## src/rtl/hazard_unit.sv

```systemverilog
// hazard_unit: stall, flush and forwarding control for the five-stage MIPS
// pipeline, plus the sequencer that holds the front end while the multicycle
// divider runs.
module hazard_unit #(
    parameter int unsigned DIV_CYCLES = 32
) (
    input  logic       clk,
    input  logic       reset,
    input  logic [4:0] rsD,
    input  logic [4:0] rtD,
    input  logic [4:0] rsE,
    input  logic [4:0] rtE,
    input  logic [4:0] writeregE,
    input  logic [4:0] writeregM,
    input  logic [4:0] writeregW,
    input  logic       regwriteE,
    input  logic       regwriteM,
    input  logic       regwriteW,
    input  logic       memtoregE,
    input  logic       memtoregM,
    input  logic       branchD,
    input  logic       pcsrcD,
    input  logic       divE,
    output logic       stallF,
    output logic       stallD,
    output logic       stallE,
    output logic       flushD,
    output logic       flushE,
    output logic       flushM,
    output logic       forwardAD,
    output logic       forwardBD,
    output logic [1:0] forwardAE,
    output logic [1:0] forwardBE,
    output logic       div_busy
);

    localparam int unsigned CW = (DIV_CYCLES > 2) ? $clog2(DIV_CYCLES) : 1;
    localparam logic [CW-1:0] CNT_LOAD = CW'(DIV_CYCLES - 2);

    typedef enum logic [1:0] {
        IDLE,
        BUSY,
        DONE
    } state_t;

    state_t        state;
    state_t        state_next;
    logic [CW-1:0] count;
    logic [CW-1:0] count_next;

    logic          divstall;
    logic          lwstall;
    logic          brstall;
    logic          rs_hit_e;
    logic          rt_hit_e;
    logic          rs_hit_m;
    logic          rt_hit_m;
    logic          stall_front;

    // Divide sequencer state and busy counter.
    always_ff @(posedge clk or negedge reset) begin
        if (!reset) begin
            state <= IDLE;
            count <= '0;
        end else begin
            state <= state_next;
            count <= count_next;
        end
    end

    // Next state: IDLE -> BUSY on a divide in Execute, count down, one DONE cycle.
    always_comb begin
        state_next = state;
        count_next = count;
        unique case (state)
            IDLE: begin
                if (divE) begin
                    state_next = BUSY;
                    count_next = CNT_LOAD;
                end
            end
            BUSY: begin
                if (count == '0) begin
                    state_next = DONE;
                end else begin
                    count_next = count - 1'b1;
                end
            end
            DONE: begin
                state_next = IDLE;
            end
            default: begin
                state_next = IDLE;
                count_next = '0;
            end
        endcase
    end

    // Sequencer outputs: divide stall covers the IDLE launch cycle and all of BUSY.
    always_comb begin
        divstall = 1'b0;
        div_busy = 1'b0;
        unique case (state)
            IDLE:    divstall = divE;
            BUSY: begin
                divstall = 1'b1;
                div_busy = 1'b1;
            end
            DONE:    divstall = 1'b0;
            default: divstall = 1'b0;
        endcase
    end

    // Execute-stage forwarding: Memory result has priority over Writeback.
    always_comb begin
        forwardAE = 2'b00;
        forwardBE = 2'b00;
        if (regwriteM && (writeregM != 5'd0) && (writeregM == rsE)) begin
            forwardAE = 2'b10;
        end else if (regwriteW && (writeregW != 5'd0) && (writeregW == rsE)) begin
            forwardAE = 2'b01;
        end
        if (regwriteM && (writeregM != 5'd0) && (writeregM == rtE)) begin
            forwardBE = 2'b10;
        end else if (regwriteW && (writeregW != 5'd0) && (writeregW == rtE)) begin
            forwardBE = 2'b01;
        end
    end

    // Decode-stage comparator forwarding from the Memory result.
    always_comb begin
        forwardAD = regwriteM && (writeregM != 5'd0) && (writeregM == rsD);
        forwardBD = regwriteM && (writeregM != 5'd0) && (writeregM == rtD);
    end

    // Load-use and branch-operand hazard detection; register 0 never matches.
    always_comb begin
        rs_hit_e = (writeregE != 5'd0) && (writeregE == rsD);
        rt_hit_e = (writeregE != 5'd0) && (writeregE == rtD);
        rs_hit_m = (writeregM != 5'd0) && (writeregM == rsD);
        rt_hit_m = (writeregM != 5'd0) && (writeregM == rtD);
        lwstall  = memtoregE && (rtE != 5'd0) && ((rtE == rsD) || (rtE == rtD));
        brstall  = branchD && ((regwriteE && (rs_hit_e || rt_hit_e)) ||
                               (memtoregM && (rs_hit_m || rt_hit_m)));
    end

    // Pipeline register controls; a divide holds Execute so it never gets a bubble.
    always_comb begin
        stall_front = lwstall || brstall || divstall;
        stallF      = stall_front;
        stallD      = stall_front;
        stallE      = divstall;
        flushE      = (lwstall || brstall) && !divstall;
        flushM      = divstall;
        flushD      = pcsrcD && !stall_front;
    end

endmodule

```

## config.mk

```make
export PLATFORM = sky130hd
export DESIGN_NAME = hazard_unit
export DESIGN_NICKNAME = d
export VERILOG_FILES = /design/src/rtl/hazard_unit.sv
export SDC_FILE = /design/constraint.sdc
export NUM_CORES = 1
export LEC_CHECK = 0
export BUFFER_PORTS_ARGS = -buffer_cell sky130_fd_sc_hd__buf_2
export CAP_MARGIN = 15
export CORE_MARGIN = 4
export CORE_UTILIZATION = 45
export DETAILED_ROUTE_END_ITERATION = 7
export PLACE_DENSITY = 0.87
export SYNTH_ARGS = -nofsm -noshare
export SYNTH_HDL_FRONTEND = slang
export SYNTH_SLANG_ARGS = --single-unit
```

## constraint.sdc

```tcl
create_clock -name clk -period 1.65 [get_ports clk]
set_input_delay 0.0825 -clock clk [delete_from_list [all_inputs] [get_ports clk]]
set_output_delay 0.0825 -clock clk [all_outputs]
set_load 0.02 [all_outputs]
```

==> flow_metrics.tcl <==
set metrics [dict create \
    setup_slack_ps 81.8 \
    yosysSeqAreaShare_pct 15.6 \
    worstSetupStartpointType "register" \
    rows 17 \
    hold_class "primary input to asynchronous set/reset pin" \
    p_leak_nw 0.642 \
    yosys_warnings 0 \
    critical_path_peak_fanout 9 \
    drive_gt1_share_pct 34.5 \
    via_per_inst 5.33 \
    core-area_um2 2300 \
    dp_slack_ps 44.3 \
    crit_start "state[1]$_DFFE_PN0P_" \
    cts_root_buf "clkbuf_4" \
    drtIter0Drc 16 \
    fp.dieArea_um2 3350 \
    critPathKind "register to output port" \
    rr_startpoint "count[0]$_DFFE_PN0P_" \
    placedInstanceArea_um2 1370 \
    slowest_stage "dfrtp_1" \
    cts.path.max_buffers 2 \
    crit_chain "or2_2 > nand2_1 > and4b_1 > buf_2" \
    clk_latency_ps 260 \
    endpoint "flushD" \
    multi_input_comb_area_um2 856 \
    cts_made_buffers 3 \
    synth_fp_nets 190 \
    period_share_pct 95.0 \
    routedWlPerCell_um 13.8 \
    drv_cap 0 \
    vias 1183 \
    synth_area_um2 1120 \
    fin_crit_ps 1570 \
    fmax_ghz 0.638 \
    skew_ps 1.79 \
    synth_edf_count 0 \
    slowest_delay_ps 450 \
    finalSetupViolCount 0 \
    die_w_um 57.9 \
    reg2regPathDepth 6 \
    cts_tree "yes" \
    grt_util_all_layers_pct 18.9 \
    io_pins 58 \
    syn_area_per_cell_um2 7.79 \
    cp-end-kind "output port" \
    grt_overflow 0 \
    io_buffers 57 \
    synth_cell_types 33 \
    post-cts-setup-buffer-count 0 \
    ys_async_sr_fraction_pct 100 \
    required_ps 1570 \
    clkSinkCount 7 \
    areaGrowthSynthToFinish_pct 26.6 \
    antenna_cells 0 \
    cts_max_level 1 \
    clk_pin_slew_ps 60 \
    ys_seq_elements 7 \
    hold_viol 0 \
    antenna_found_initial 0 \
    wl_mm 3.07 \
    finalWeightedCongestion 0.837 \
    hpwlAfterDp_mm 2.64 \
    die_y_um 57.9 \
    critPathArrivalTime_ps 1490 \
    synth-main-ff-cell "dfrtp_1" \
    design_area_um2 1420 \
    layout.nets 241 \
    slew_headroom_pct 76.1 \
    seqCellArea_um2 175 \
    r2r_slack_ps 150 \
    fillers 223 \
    rsz0062_at_grt "no" \
    slew_violations 0 \
    drc_errors 0 \
    ir_drop_uv 906 \
    status "finished clean" \
    grt_pass1_wl_mm 5.02 \
    firstDrtPassIters 4 \
    fin_util_pct 61.8 \
    drtAntennaViolNets 0 \
    syn_inst 144 \
    start_util_pct 48.8 \
    p_per_area_nw_per_um2 932 \
    grt_pass1_vias 1223 \
    worst_slew_pin_slew_ps 356 \
    grt_max_degree 12 \
    r2r-end "count[2]$_DFFE_PN0P_" \
]
[cell type report]
class | count | share of cell area (%)
well taps | 28 | 2.47
inverters | 6 | 1.59
clock inverters | 1 | 0.353
multi-input cells | 118 | 60.3
clock buffers | 3 | 1.59
repair buffers | 59 | 21.3
flip-flops and latches | 7 | 12.3
[power breakdown]
group          switching (mW)  total [mW]  internal (mW)  leakage [nW]
Sequential             0.0878       0.347          0.260        0.0830
Clock                  0.0712       0.160         0.0889        0.0177
Combinational           0.449       0.815          0.366         0.541
Total                   0.608        1.32          0.714         0.642
[flip-flops by register name, indices dropped and copies added (netlist names)]
name / cells
count: 5
state: 2
[worst min-delay path by stage]
stage                     start                    to  slack [ps]
after floorplan           reset  count[0]$_DFFE_PN0P_        -210
final                     reset  count[4]$_DFFE_PN0P_         180
after global routing      reset  count[0]$_DFFE_PN0P_         180
after CTS                  divE  count[4]$_DFFE_PN0P_         170
after detailed placement  reset  count[3]$_DFFE_PN0P_         -80
after global placement    reset  count[3]$_DFFE_PN0P_         -80
[per-stage QoR]
stage                     total power, mW  setup TNS (ps)  hold slack, ps  cells
after global routing                 1.45               0             177    222
after floorplan                     0.908           -2.97            -213    144
after global placement               1.10               0           -80.7    217
after CTS                            1.30               0             175    222
final                                1.32               0             176    222
after detailed placement             1.13               0           -80.0    217
[per-layer routing]
metal  up-vias  routed length (um)  track usage (%)
met4         0                  97             9.93
met2        38                1610             35.6
met1       549                1160             18.2
li1        584                   -                -
met5         -                   0                0
met3        12                 202             5.57
[synthesized netlist by cell type, types with 2 or more instances]
| master | n | area, um2 |
|---|---|---|
| a41oi_1 | 2 | 17.5 |
| buf_2 | 8 | 40.0 |
| buf_4 | 2 | 15.0 |
| buf_6 | 2 | 22.5 |
| dfrtp_1 | 7 | 175 |
| inv_1 | 6 | 22.5 |
| nand2_1 | 9 | 33.8 |
| nand2b_1 | 3 | 18.8 |
| nand3_1 | 9 | 45.0 |
| nor2_1 | 6 | 22.5 |
| nor3_1 | 6 | 30.0 |
| nor4_1 | 4 | 25.0 |
| o21ai_0 | 8 | 40.0 |
| or4_1 | 4 | 30.0 |
| xnor2_1 | 27 | 236 |
| xor2_1 | 24 | 210 |
[critical path: cells and delay by family, from the launching register on]
kind,cells,cell delay [ps]
and+or+nand+nor,3,620
DFF,1,450
buffers and inverters,1,150
[cells by family after synthesis]
logic type	count (synthesis)	share of synthesized area, %
xor gates and xnor gates	51	39.8
and+or+nand+nor	48	23.2
buffers and inverters	19	9.26
AOI/OAI and AO/OA	18	10.9
DFF	7	15.6
adders and majority gates	1	1.12
[layout by cell type (no fill, tap or decap), types with 2 or more instances in the layout]
master	n
inv_1	6
buf_2	57
nor4_1	4
nand3_1	9
nand2_1	9
nand2b_1	2
nor2_1	6
nor3_1	6
dfrtp_1	7
clkbuf_4	3
o21ai_0	8
xor2_1	24
xnor2_1	27
a41oi_1	2
or4_1	4
[repair_timing]
item | 4_1_cts | 5_1_grt
hold buffers | 1 | 0
gates resized for setup | 0 | 3
setup endpoints to repair | 0 | 5
endpoints found under the hold margin | 7 | 0
No activity file was read; power rests on OpenSTA's default activity.
